File: src/rtl/id_ex_bubble_reg_pkg.sv
// Shared ID/EX pipeline types: decoded control bundle, ALUOp encodings, stage actions.
// Pure declarations, no state; no flow control involved.
// Imported by id_ex_bubble_reg and its testbench.
package id_ex_bubble_reg_pkg;

    typedef struct packed {
        logic       reg_write;
        logic       mem_read;
        logic       mem_write;
        logic       mem_to_reg;
        logic       alu_src;
        logic       reg_dst;
        logic       branch;
        logic [1:0] alu_op;
    } ctrl_t;

    localparam logic [1:0] ALUOP_ADD   = 2'b00;
    localparam logic [1:0] ALUOP_SUB   = 2'b01;
    localparam logic [1:0] ALUOP_RTYPE = 2'b10;

    localparam ctrl_t CTRL_BUBBLE = '0;

    localparam int BUBBLE_CNT_W = 16;

    // What the register does on a given edge, already priority-resolved.
    typedef enum logic [1:0] {
        ACT_LOAD   = 2'd0,
        ACT_BUBBLE = 2'd1,
        ACT_HOLD   = 2'd2,
        ACT_FLUSH  = 2'd3
    } stage_act_e;

    function automatic stage_act_e pick_action(input logic flush,
                                               input logic hold,
                                               input logic no_op);
        stage_act_e act;
        if (flush)      act = ACT_FLUSH;
        else if (hold)  act = ACT_HOLD;
        else if (no_op) act = ACT_BUBBLE;
        else            act = ACT_LOAD;
        return act;
    endfunction

endpackage

File: src/rtl/id_ex_bubble_reg_sat_counter.sv
// Saturating up-counter: increments on inc, sticks at all-ones, never wraps.
// Latency: count reflects an increment one cycle after inc.
// No backpressure; inc is sampled every edge.
module sat_counter #(
    parameter int W = 16
) (
    input  logic         clk,
    input  logic         rst_n,
    input  logic         inc,
    output logic [W-1:0] count
);

    logic at_max;

    assign at_max = &count;

    always_ff @(posedge clk or negedge rst_n) begin
        if (!rst_n) begin
            count <= '0;
        end else if (inc && !at_max) begin
            count <= count + W'(1);
        end
    end

endmodule

File: src/rtl/id_ex_bubble_reg.sv
// ID/EX pipeline register with bubble insertion, branch flush and EX hold; optional bubble counter under ID_EX_PERF_CNT_EN.
// Latency: one cycle ID->EX, all outputs registered.
// Backpressure: hold freezes every field; priority flush > hold > no_op > load.
module id_ex_bubble_reg
    import id_ex_bubble_reg_pkg::*;
#(
    parameter int DATA_W = 32,
    parameter int REG_W  = 5
) (
    input  logic              clk,
    input  logic              rst_n,
    input  logic              no_op,
    input  logic              flush,
    input  logic              hold,
    input  logic              id_valid,
    input  ctrl_t             id_ctrl,
    input  logic [DATA_W-1:0] id_rd1,
    input  logic [DATA_W-1:0] id_rd2,
    input  logic [DATA_W-1:0] id_imm,
    input  logic [DATA_W-1:0] id_pc4,
    input  logic [REG_W-1:0]  id_rs,
    input  logic [REG_W-1:0]  id_rt,
    input  logic [REG_W-1:0]  id_rd,
    output logic              ex_valid,
    output ctrl_t             ex_ctrl,
    output logic [DATA_W-1:0] ex_rd1,
    output logic [DATA_W-1:0] ex_rd2,
    output logic [DATA_W-1:0] ex_imm,
    output logic [DATA_W-1:0] ex_pc4,
    output logic [REG_W-1:0]  ex_rs,
    output logic [REG_W-1:0]  ex_rt,
    output logic [REG_W-1:0]  ex_rd
`ifdef ID_EX_PERF_CNT_EN
    ,
    output logic [BUBBLE_CNT_W-1:0] bubble_cnt
`endif
);

    stage_act_e        act;

    logic              nxt_valid;
    ctrl_t             nxt_ctrl;
    logic [DATA_W-1:0] nxt_rd1;
    logic [DATA_W-1:0] nxt_rd2;
    logic [DATA_W-1:0] nxt_imm;
    logic [DATA_W-1:0] nxt_pc4;
    logic [REG_W-1:0]  nxt_rs;
    logic [REG_W-1:0]  nxt_rt;
    logic [REG_W-1:0]  nxt_rd;

    assign act = pick_action(flush, hold, no_op);

    always_comb begin
        nxt_valid = ex_valid;
        nxt_ctrl  = ex_ctrl;
        nxt_rd1   = ex_rd1;
        nxt_rd2   = ex_rd2;
        nxt_imm   = ex_imm;
        nxt_pc4   = ex_pc4;
        nxt_rs    = ex_rs;
        nxt_rt    = ex_rt;
        nxt_rd    = ex_rd;
        unique case (act)
            ACT_FLUSH: begin
                // Killed slot: controls off, datapath simply follows ID.
                nxt_valid = 1'b0;
                nxt_ctrl  = CTRL_BUBBLE;
                nxt_rd1   = id_rd1;
                nxt_rd2   = id_rd2;
                nxt_imm   = id_imm;
                nxt_pc4   = id_pc4;
                nxt_rs    = id_rs;
                nxt_rt    = id_rt;
                nxt_rd    = id_rd;
            end
            ACT_HOLD: begin
                nxt_valid = ex_valid;
            end
            ACT_BUBBLE: begin
                // Zeroed specifiers keep forwarding and load-use compares from matching a bubble.
                nxt_valid = 1'b0;
                nxt_ctrl  = CTRL_BUBBLE;
                nxt_rd1   = id_rd1;
                nxt_rd2   = id_rd2;
                nxt_imm   = id_imm;
                nxt_pc4   = id_pc4;
                nxt_rs    = '0;
                nxt_rt    = '0;
                nxt_rd    = '0;
            end
            default: begin
                nxt_valid = id_valid;
                nxt_ctrl  = id_valid ? id_ctrl : CTRL_BUBBLE;
                nxt_rd1   = id_rd1;
                nxt_rd2   = id_rd2;
                nxt_imm   = id_imm;
                nxt_pc4   = id_pc4;
                nxt_rs    = id_rs;
                nxt_rt    = id_rt;
                nxt_rd    = id_rd;
            end
        endcase
    end

    always_ff @(posedge clk or negedge rst_n) begin
        if (!rst_n) begin
            ex_valid <= 1'b0;
            ex_ctrl  <= CTRL_BUBBLE;
            ex_rd1   <= '0;
            ex_rd2   <= '0;
            ex_imm   <= '0;
            ex_pc4   <= '0;
            ex_rs    <= '0;
            ex_rt    <= '0;
            ex_rd    <= '0;
        end else begin
            ex_valid <= nxt_valid;
            ex_ctrl  <= nxt_ctrl;
            ex_rd1   <= nxt_rd1;
            ex_rd2   <= nxt_rd2;
            ex_imm   <= nxt_imm;
            ex_pc4   <= nxt_pc4;
            ex_rs    <= nxt_rs;
            ex_rt    <= nxt_rt;
            ex_rd    <= nxt_rd;
        end
    end

`ifdef ID_EX_PERF_CNT_EN
    logic bubble_ins;

    assign bubble_ins = (act == ACT_BUBBLE);

    sat_counter #(
        .W(BUBBLE_CNT_W)
    ) u_bubble_cnt (
        .clk   (clk),
        .rst_n (rst_n),
        .inc   (bubble_ins),
        .count (bubble_cnt)
    );
`endif

endmodule
File: config.mk
export PLATFORM = sky130hd
export DESIGN_NAME = id_ex_bubble_reg
export DESIGN_NICKNAME = d
export VERILOG_FILES = /design/src/rtl/id_ex_bubble_reg_pkg.sv /design/src/rtl/id_ex_bubble_reg_sat_counter.sv /design/src/rtl/id_ex_bubble_reg.sv
export SDC_FILE = /design/constraint.sdc
export NUM_CORES = 1
export LEC_CHECK = 0
export CAP_MARGIN = 15
export CORE_ASPECT_RATIO = 1.2
export CORE_UTILIZATION = 39
export CTS_CLUSTER_SIZE = 24
export DETAILED_ROUTE_END_ITERATION = 8
export GPL_ROUTABILITY_DRIVEN = 0
export PLACE_DENSITY_LB_ADDON = 0.05
export SLEW_MARGIN = 20
export SYNTH_ARGS = -nofsm -noshare
export SYNTH_HDL_FRONTEND = slang
export SYNTH_HIERARCHICAL = 1
export SYNTH_SLANG_ARGS = --single-unit
File: constraint.sdc
create_clock -name clk -period 0.8 [get_ports clk]
set_clock_uncertainty 0.05 [all_clocks]
set_input_delay 0.12 -clock clk [delete_from_list [all_inputs] [get_ports clk]]
set_output_delay 0.12 -clock clk [all_outputs]
set_load 0.005 [all_outputs]
==> results of run 1 <==
[layer usage]
| layer | vias up | GRT usage, % | wire (µm) |
|---|---|---|---|
| li1 | 2008 | - | - |
| met1 | 2198 | 26.0 | 6770 |
| met2 | 201 | 41.3 | 9460 |
| met3 | 31 | 7.96 | 1480 |
| met4 | 0 | 11.5 | 502 |
| met5 | - | 0 | 0 |
[report_power, final]
group | total [mW] | leakage, nW | internal [mW] | switching, mW
Sequential | 8.69 | 1.81 | 8.37 | 0.325
Combinational | 3.51 | 2.68 | 2.30 | 1.21
Clock | 7.86 | 0.275 | 4.75 | 3.12
[logic make-up after synthesis]
kind of cell	after synthesis	share of synthesized area, %
AND/OR/NAND/NOR	22	2.78
buffers and inverters	20	3.17
AO/OA/AOI/OAI	26	3.26
flip-flops	153	66.0
multiplexers	128	24.8
[through the flow]
stage	hold slack, ps	worst slack (ps)	std cells	instance area, µm²	setup TNS (ps)
2_1_floorplan	-226	-206	349	5850	-25640
3_3_place_gp	-78.1	-831	853	9180	-154740
3_5_place_dp	-70.5	-899	853	9180	-156830
4_1_cts	-32.9	-346	930	9750	-52510
5_1_grt	-20.3	-355	940	10000	-56590
6_report	-21.0	-324	940	10000	-49940
[state kept, by name (all words and copies together) (netlist names), 5 cells and up]
signal,cells
ex_rs,5
ex_rt,5
ex_rd1,32
ex_rd,5
ex_imm,32
ex_pc4,32
ex_ctrl,9
ex_rd2,32
[how the worst min path moves through the flow]
stage	start	to	slack, ps	cells past startpoint
floorplan	rst_n	ex_ctrl[0]	-230	0
global placement	rst_n	ex_rd2[2]	-80	1
detailed placement	rst_n	ex_rd2[2]	-70	1
CTS	flush	ex_ctrl[4]	-30	3
global route	flush	ex_ctrl[4]	-20	3
finish	flush	ex_valid	-20	3
[cell usage in the layout (no fill, tap or decap), types with 9 or more instances in the layout]
cell / synthesis / routed
buf_6: 14 / 30
a22o_1: 15 / 15
clkdlybuf4s50_1: 0 / 152
nand4bb_1: 9 / 9
buf_2: 3 / 150
mux2_4: 0 / 56
buf_4: 0 / 20
buf_12: 0 / 18
clkbuf_16: 0 / 17
mux2_2: 128 / 72
dfrtp_1: 153 / 153
[what timing repair did]
action	4_1_cts	5_1_grt
cloned	12	0
pin swaps	4	5
setup endpoints to repair	305	287
setup buffers	33	27
resized for setup	641	83
hold endpoints to repair	163	2
hold buffers	1	1
[cell type report]
class,instances,area share [%]
sequential,153,38.3
tap,200,2.50
clock inverter,11,1.23
clock buffer,21,4.61
multi-input combinational,176,20.4
timing repair buffer,379,33.0
==> run metrics, run 1 <==
status=finished, violations left; failing checks=hold timing, setup timing; Synth Net Count=about 510; Mapped Cells=349; post-synthesis sequential area ratio=about two thirds; WP buf/inv=1; CP endpoint kind=output pin; WP data required=630 ps; synth-to-layout area growth=72.2%; initial antenna violation count=0; chip width=113 µm; antenna-violating nets left=0; number of cell rows=48; Synth async-reset ratio=between 90% and 100%; routed wire length=roughly 18000 µm; fin crit share=141%; clock root buffer=clkbuf_16; Vias/cell=4.72; maxcap violations=0; Filler Cell Count=1069; gr usage total=23.7%; most numerous cell in the Yosys netlist=dfrtp_1; start of the worst register-to-register path=ex_pc4[9]; n_diodes=0; r2r setup slk=-150 ps; area leader, netlist=dfrtp_1; DRC violations left=0; Util after Layout=69.1%; relative slew slack=85.0%; unrepaired setup endpoints after global routing=true; worst-margin pin slew=approximately 230 ps; worst endpoint data arrival time=950 ps; Reg2Reg Depth=2; maximum VDD drop=0.00108 V; CP Depth=1; EDFF count, synth=0; Static Leak=around 4.8 nW; crit path launch=ex_pc4[4]; overall power=20.1 mW; fin nets=roughly 890; Ys Warns=6; final setup vio count=around 250; largest net degree at the start of global routing=41; Mapped Avg Cell Area=16.6 µm²; Starting Density=40.1%; clk sink count=approximately 150; vias in the first global route=between 4000 and 5000; input/output buffers=310; CP max stage cell=dfrtp_1; fmax=0.890 GHz; Clock Path Buffers=2; CP startpoint kind=register; Post-synth top cells=dfrtp_1, mux2_2, a22o_1; layout cell share with drive strength beyond 1=between 50% and 60%; top cells by area, synth=dfrtp_1, mux2_2, buf_6; die height=between 100 and 150 µm; core area=14500 µm²; post-synth top area share=66.0%; CP max FO=2; Setup WS post-layout=-324 ps; worst hold slack=-21.0 ps; pwr/cell area=2010 nW/µm²; CTS buffer count=17; hpwl dp=11700 µm; IO Count=311; Die ar.=15400 µm²; Pre-antenna DRT Iters=4; first-pass GRT wire length=26800 µm; CTS tree=built; worst min path class=in -> reg; clk slew on worst S/H paths=60 ps; number of H-tree levels=4; commonest register cell after synthesis=dfrtp_1; Fin. Hold Viols=8; critical-path cell list=buf_2; Crit Path Class=reg -> out; GRT Residual Overflow=0; First DRT Iteration DRCs=137; crit-path max cell delay=between 300 and 400 ps; mapped cell area=5800 µm²; Crit path max-delay family=flip-flops; Storage cell area=3830 µm²; Max Slew Vio Count=0; via count=4438; minimum clock period=1120 ps; Critical Path Sink=ex_pc4[4]; Reg-to-Reg End=ex_pc4[9]; Clk Latency, worst-skew pair=410 ps; mean routed wirelength per cell=19.4 µm; FF+latch count, synth=153; Yosys cell types=13; area of the multi-input gates=2040 µm²
Note: power is estimated with default switching activity, not from simulation.
==> inputs of run 2 (changes only) <==
Settings changed: CORE_MARGIN set to 2.
==> run 2 against run 1 <==
Compared with the run above:
- non-clock buffer count rose by 8
- routed wire length up 1.1%
- final cell count grew 0.85%
- global-route usage is 1.1 points lower
- sequential power hardly changed
- final area up 0.76%
- first-iteration DRC count grew 10%
- clock power decreased by 6.1%
- worst hold slack gained 13 ps
- register-to-register slack about the same
- the run still ends with hold timing, setup timing left
- flip-flop and latch count stayed put
- maximum frequency about the same
==> run metrics, run 2 (same netlist as run 1, synthesis figures left out) <==
CP max stage cell=dfrtp_1; Fin. Hold Viols=4; largest net degree at the start of global routing=37; CTS tree=built; WP data required=between 600 and 700 ps; core area=14500 µm²; Crit path max-delay family=flip-flops; worst hold slack=-8.01 ps; input/output buffers=310; failing checks=hold timing, setup timing; layout cell share with drive strength beyond 1=53.4%; Reg2Reg Depth=2; fmax=0.889 GHz; most frequent cells in the layout=dfrtp_1, clkdlybuf4s50_1, buf_2; GRT Residual Overflow=0; fin crit share=141%; Finished Layout Cells=948; initial antenna violation count=1; maxcap violations=0; Vias/cell=4.74; hold depth=3; antenna-violating nets left=0; routed wire length=18400 µm; vias in the first global route=4771; gr usage total=22.7%; Die ar.=between 15000 and 20000 µm²; chip width=115 µm; crit-path max cell delay=~400 ps; IO Count=311; pwr/cell area=approximately 1900 nW/µm²; WP buf/inv=1; first-pass GRT wire length=around 27000 µm; CTS buffer count=17; First DRT Iteration DRCs=151; clock root buffer=clkbuf_16; Worst Min Path Start=flush; final setup vio count=239; synth-to-layout area growth=73.6%; number of cell rows=48; area post-placement=9220 µm²; Starting Density=40.1%; minimum clock period=~1100 ps; commonest non-fill, non-tap cell in the layout=dfrtp_1; CP max FO=2; critical-path cell list=buf_6; via count=4494; start of the worst register-to-register path=ex_pc4[14]; status=finished, violations left; Static Leak=4.71 nW; overall power=19.6 mW; clk slew on worst S/H paths=60 ps; CTS Hold Bufs=1; relative slew slack=83.5%; Setup WS post-layout=-325 ps; die height=138 µm; hpwl dp=12300 µm; number of H-tree levels=4; mean routed wirelength per cell=19.4 µm; Filler Cell Count=between 1000 and 1500; CP startpoint kind=register; Clk Latency, worst-skew pair=410 ps; worst-margin pin slew=247 ps; Clock Path Buffers=2; finished layout cell area=10100 µm²; Pre-antenna DRT Iters=4; unrepaired setup endpoints after global routing=true; clk sink count=153; Final TNS setup=-49960 ps; Reg-to-Reg End=ex_pc4[14]; worst min path class=in -> reg; DRC violations left=0; cell count after placement=856; maximum VDD drop=0.00136 V; CP endpoint kind=output pin; r2r setup slk=-160 ps; fin nets=slightly below 900; Hold Path Sink=ex_ctrl[1]; Crit Path Class=reg -> out; Max Slew Vio Count=0; worst endpoint data arrival time=950 ps
## run 2: changes by cell type in the layout (fill, tap and decap cells not counted), sizes merged
| cell | delta |
|---|---|
| buf | +5 |
| bufinv | -1 |
| clkbuf | +6 |
| clkinv | +2 |
| clkinvlp | -4 |
| diode | +1 |
| dlygate4sd3 | -1 |
## run 2: worst reg2reg max path, cell delays in order, from the launching register on
cell and delay, ps:
dfrtp_1 410, buf_6 130, mux2_4 260
## run 2: how the worst max path moves through the flow
stage                     cells past startpoint  slack, ps         end  startpoint
after floorplan                               4       -210   ex_imm[0]       flush
after global placement                        4       -840   ex_pc4[1]       flush
after detailed placement                      4       -890    ex_rs[2]        hold
after CTS                                     1       -340  ex_imm[27]  ex_imm[27]
after global routing                          1       -370  ex_pc4[14]  ex_pc4[14]
final                                         1       -320  ex_pc4[14]  ex_pc4[14]
## run 2: area by class of cell
class	instances	area [µm²]	share of cell area, %
flip-flops and latches	153	3830	38.0
repair buffers	387	3530	35.1
multi-input cells	176	1920	19.1
clock buffers	23	468	4.65
well taps	200	250	2.48
clock inverters	8	72.6	0.720
diodes	1	2.50	0.0248
## run 2: report_power, final
part,switching (mW),leakage [nW],internal [mW],total (mW)
sequential,0.320,1.81,8.37,8.69
clock,2.97,0.271,4.40,7.38
combinational,1.21,2.63,2.34,3.55
total,4.51,4.71,15.1,19.6
## run 2: repair_timing
action	in CTS	in global routing
setup buffers	44	22
gates resized for setup	656	57
endpoints found under the hold margin	163	4
gates cloned	11	4
pin swaps	7	9
endpoints found under the setup margin	304	295
## run 2: routing by layer
metal	GRT usage [%]	vias to the layer above	share of wire, %	routed length [µm]
li1	-	2038	-	-
met1	25.0	2214	36	6580
met2	39.2	207	53	9760
met3	7.74	35	8.5	1560
met4	10.6	0	2.8	510
met5	0	-	0	0
## run 2: metrics by stage
step	setup WS [ps]	hold slack, ps	utilization, %
2_1_floorplan	-206	-226	-
3_3_place_gp	-843	-61.5	63.7
3_5_place_dp	-887	-61.1	63.7
4_1_cts	-340	-34.6	67.9
5_1_grt	-366	-23.5	69.6
6_report	-325	-8.01	69.6
==> inputs of run 3 (changes only) <==
Settings changed: PLACE_DENSITY set to 0.8, PLACE_DENSITY_LB_ADDON 0.05 to unset.
==> run 3 against run 2 <==
Compared with the run above:
- the flow still finishes with violations (hold timing, setup timing)
- combinational power grew 6.8%
- non-clock buffer count grew 24
- sequential power is essentially flat
- critical endpoint is now ex_rd1[24]
- core utilization grew 2.6 points
- maximum frequency shrank 0.61%
==> run metrics, run 3 (same netlist as run 1, synthesis figures left out) <==
Starting Density=40.1%; CP Depth=1; Post-Place Worst Slack=-900 ps; synth-to-layout area growth=80.1%; area of the multi-input gates=1950 µm²; GRT Residual Overflow=0; chip width=115 µm; Max Slew Vio Count=0; worst min path class=in -> reg; initial antenna violation count=0; Setup WS post-layout=-332 ps; critical-path cell list=buf_2; worst-margin pin slew=~280 ps; CP startpoint kind=register; WP buf/inv=1; hpwl dp=12300 µm; maxcap violations=0; cell count after placement=approximately 860; clk sink count=153; Final TNS setup=-63090 ps; CP max stage cell=dfrtp_1; vias in the first global route=5105; unrepaired setup endpoints after global routing=true; antenna-violating nets left=0; number of cell rows=48; worst hold slack=-4.39 ps; IO Count=311; Static Leak=about 4.9 nW; clk slew on worst S/H paths=roughly 70 ps; DRC violations left=0; minimum clock period=1130 ps; relative slew slack=81.2%; clock root buffer=clkbuf_16; Storage cell area=3830 µm²; Clk Latency, worst-skew pair=410 ps; layout cell share with drive strength beyond 1=55.2%; mean routed wirelength per cell=a little over 20 µm; fmax=0.883 GHz; n_diodes=0; Filler Cell Count=913; Crit path max-delay family=flip-flops; hold depth=3; number of H-tree levels=4; crit-path max cell delay=410 ps; Pre-antenna DRT Iters=6; CP max FO=2; CP endpoint kind=output pin; pwr/cell area=2050 nW/µm²; failing checks=hold timing, setup timing; fin nets=918; WP data required=about 630 ps; Finished Layout Cells=973; final setup vio count=286; maximum VDD drop=0.00136 V; largest net degree at the start of global routing=42; Crit Path Class=reg -> out; Die ar.=about 16000 µm²; CTS tree=built; first-pass GRT wire length=between 20000 and 30000 µm; gr usage total=25.0%; Clock Path Buffers=2; via count=4710; die height=138 µm; most frequent cells in the layout=dfrtp_1, clkdlybuf4s50_1, buf_2; status=finished, violations left; input/output buffers=310; CTS Hold Bufs=1; overall power=21.4 mW; Fin. Hold Viols=1; CTS buffer count=17; routed wire length=20100 µm; fin crit share=141%; First DRT Iteration DRCs=around 120; Reg2Reg Depth=3; core area=14500 µm²; Vias/cell=4.84; worst endpoint data arrival time=between 900 and 1000 ps
## run 3: cell count changes in the layout (fill, tap and decap cells not counted), sizes merged
cell,before,now
dlymetal6s2s,1,0
clkdlybuf4s50,152,153
and2b,1,2
buf,228,256
clkinvlp,0,3
inv,0,1
clkbuf,27,18
clkinv,7,5
diode,1,0
bufinv,1,5
## run 3: through the flow
stage / utilization [%] / cell area (µm²)
4_1_cts: 71.5 / 10400
3_3_place_gp: 63.5 / 9190
5_1_grt: 72.2 / 10500
6_report: 72.2 / 10500
3_5_place_dp: 63.5 / 9190
2_1_floorplan: - / 5850
## run 3: cell type report
| cell class | count | share of cell area, % |
|---|---|---|
| flip-flops and latches | 153 | 36.6 |
| multi-input cells | 177 | 18.7 |
| repair buffers | 411 | 36.0 |
| clock inverters | 14 | 2.12 |
| clock buffers | 18 | 4.20 |
| well taps | 200 | 2.39 |
## run 3: routing by layer
metal / share of wire [%] / GRT usage [%]
met1: 35 / 26.3
met2: 54 / 46.2
met3: 7.7 / 7.13
met4: 2.8 / 10.2
met5: 0 / 0
## run 3: what timing repair did
action / CTS / global route
resized for setup: 683 / 49
endpoints found under the setup margin: 306 / 292
hold endpoints to repair: 163 / 3
buffers inserted: 56 / 29
pin swaps: 8 / 6
cloned: 20 / 0
## run 3: report_power, final
group	switching, mW	internal, mW	total, mW
Combinational	1.31	2.48	3.79
Clock	3.25	5.64	8.89
Sequential	0.343	8.37	8.71
Total	4.90	16.5	21.4
## run 3: worst paths after layout
check                            from          to  slack (ps)
setup / recovery           ex_rd1[24]  ex_rd1[24]        -330
hold / removal                  flush    ex_valid          -4
setup reg to reg           ex_rd2[31]  ex_rd2[31]        -240
hold reg to reg            ex_rd2[16]  ex_rd2[16]         450
max in group asynchronous       rst_n  ex_imm[21]         130
min in group asynchronous       rst_n  ex_rd2[13]          70
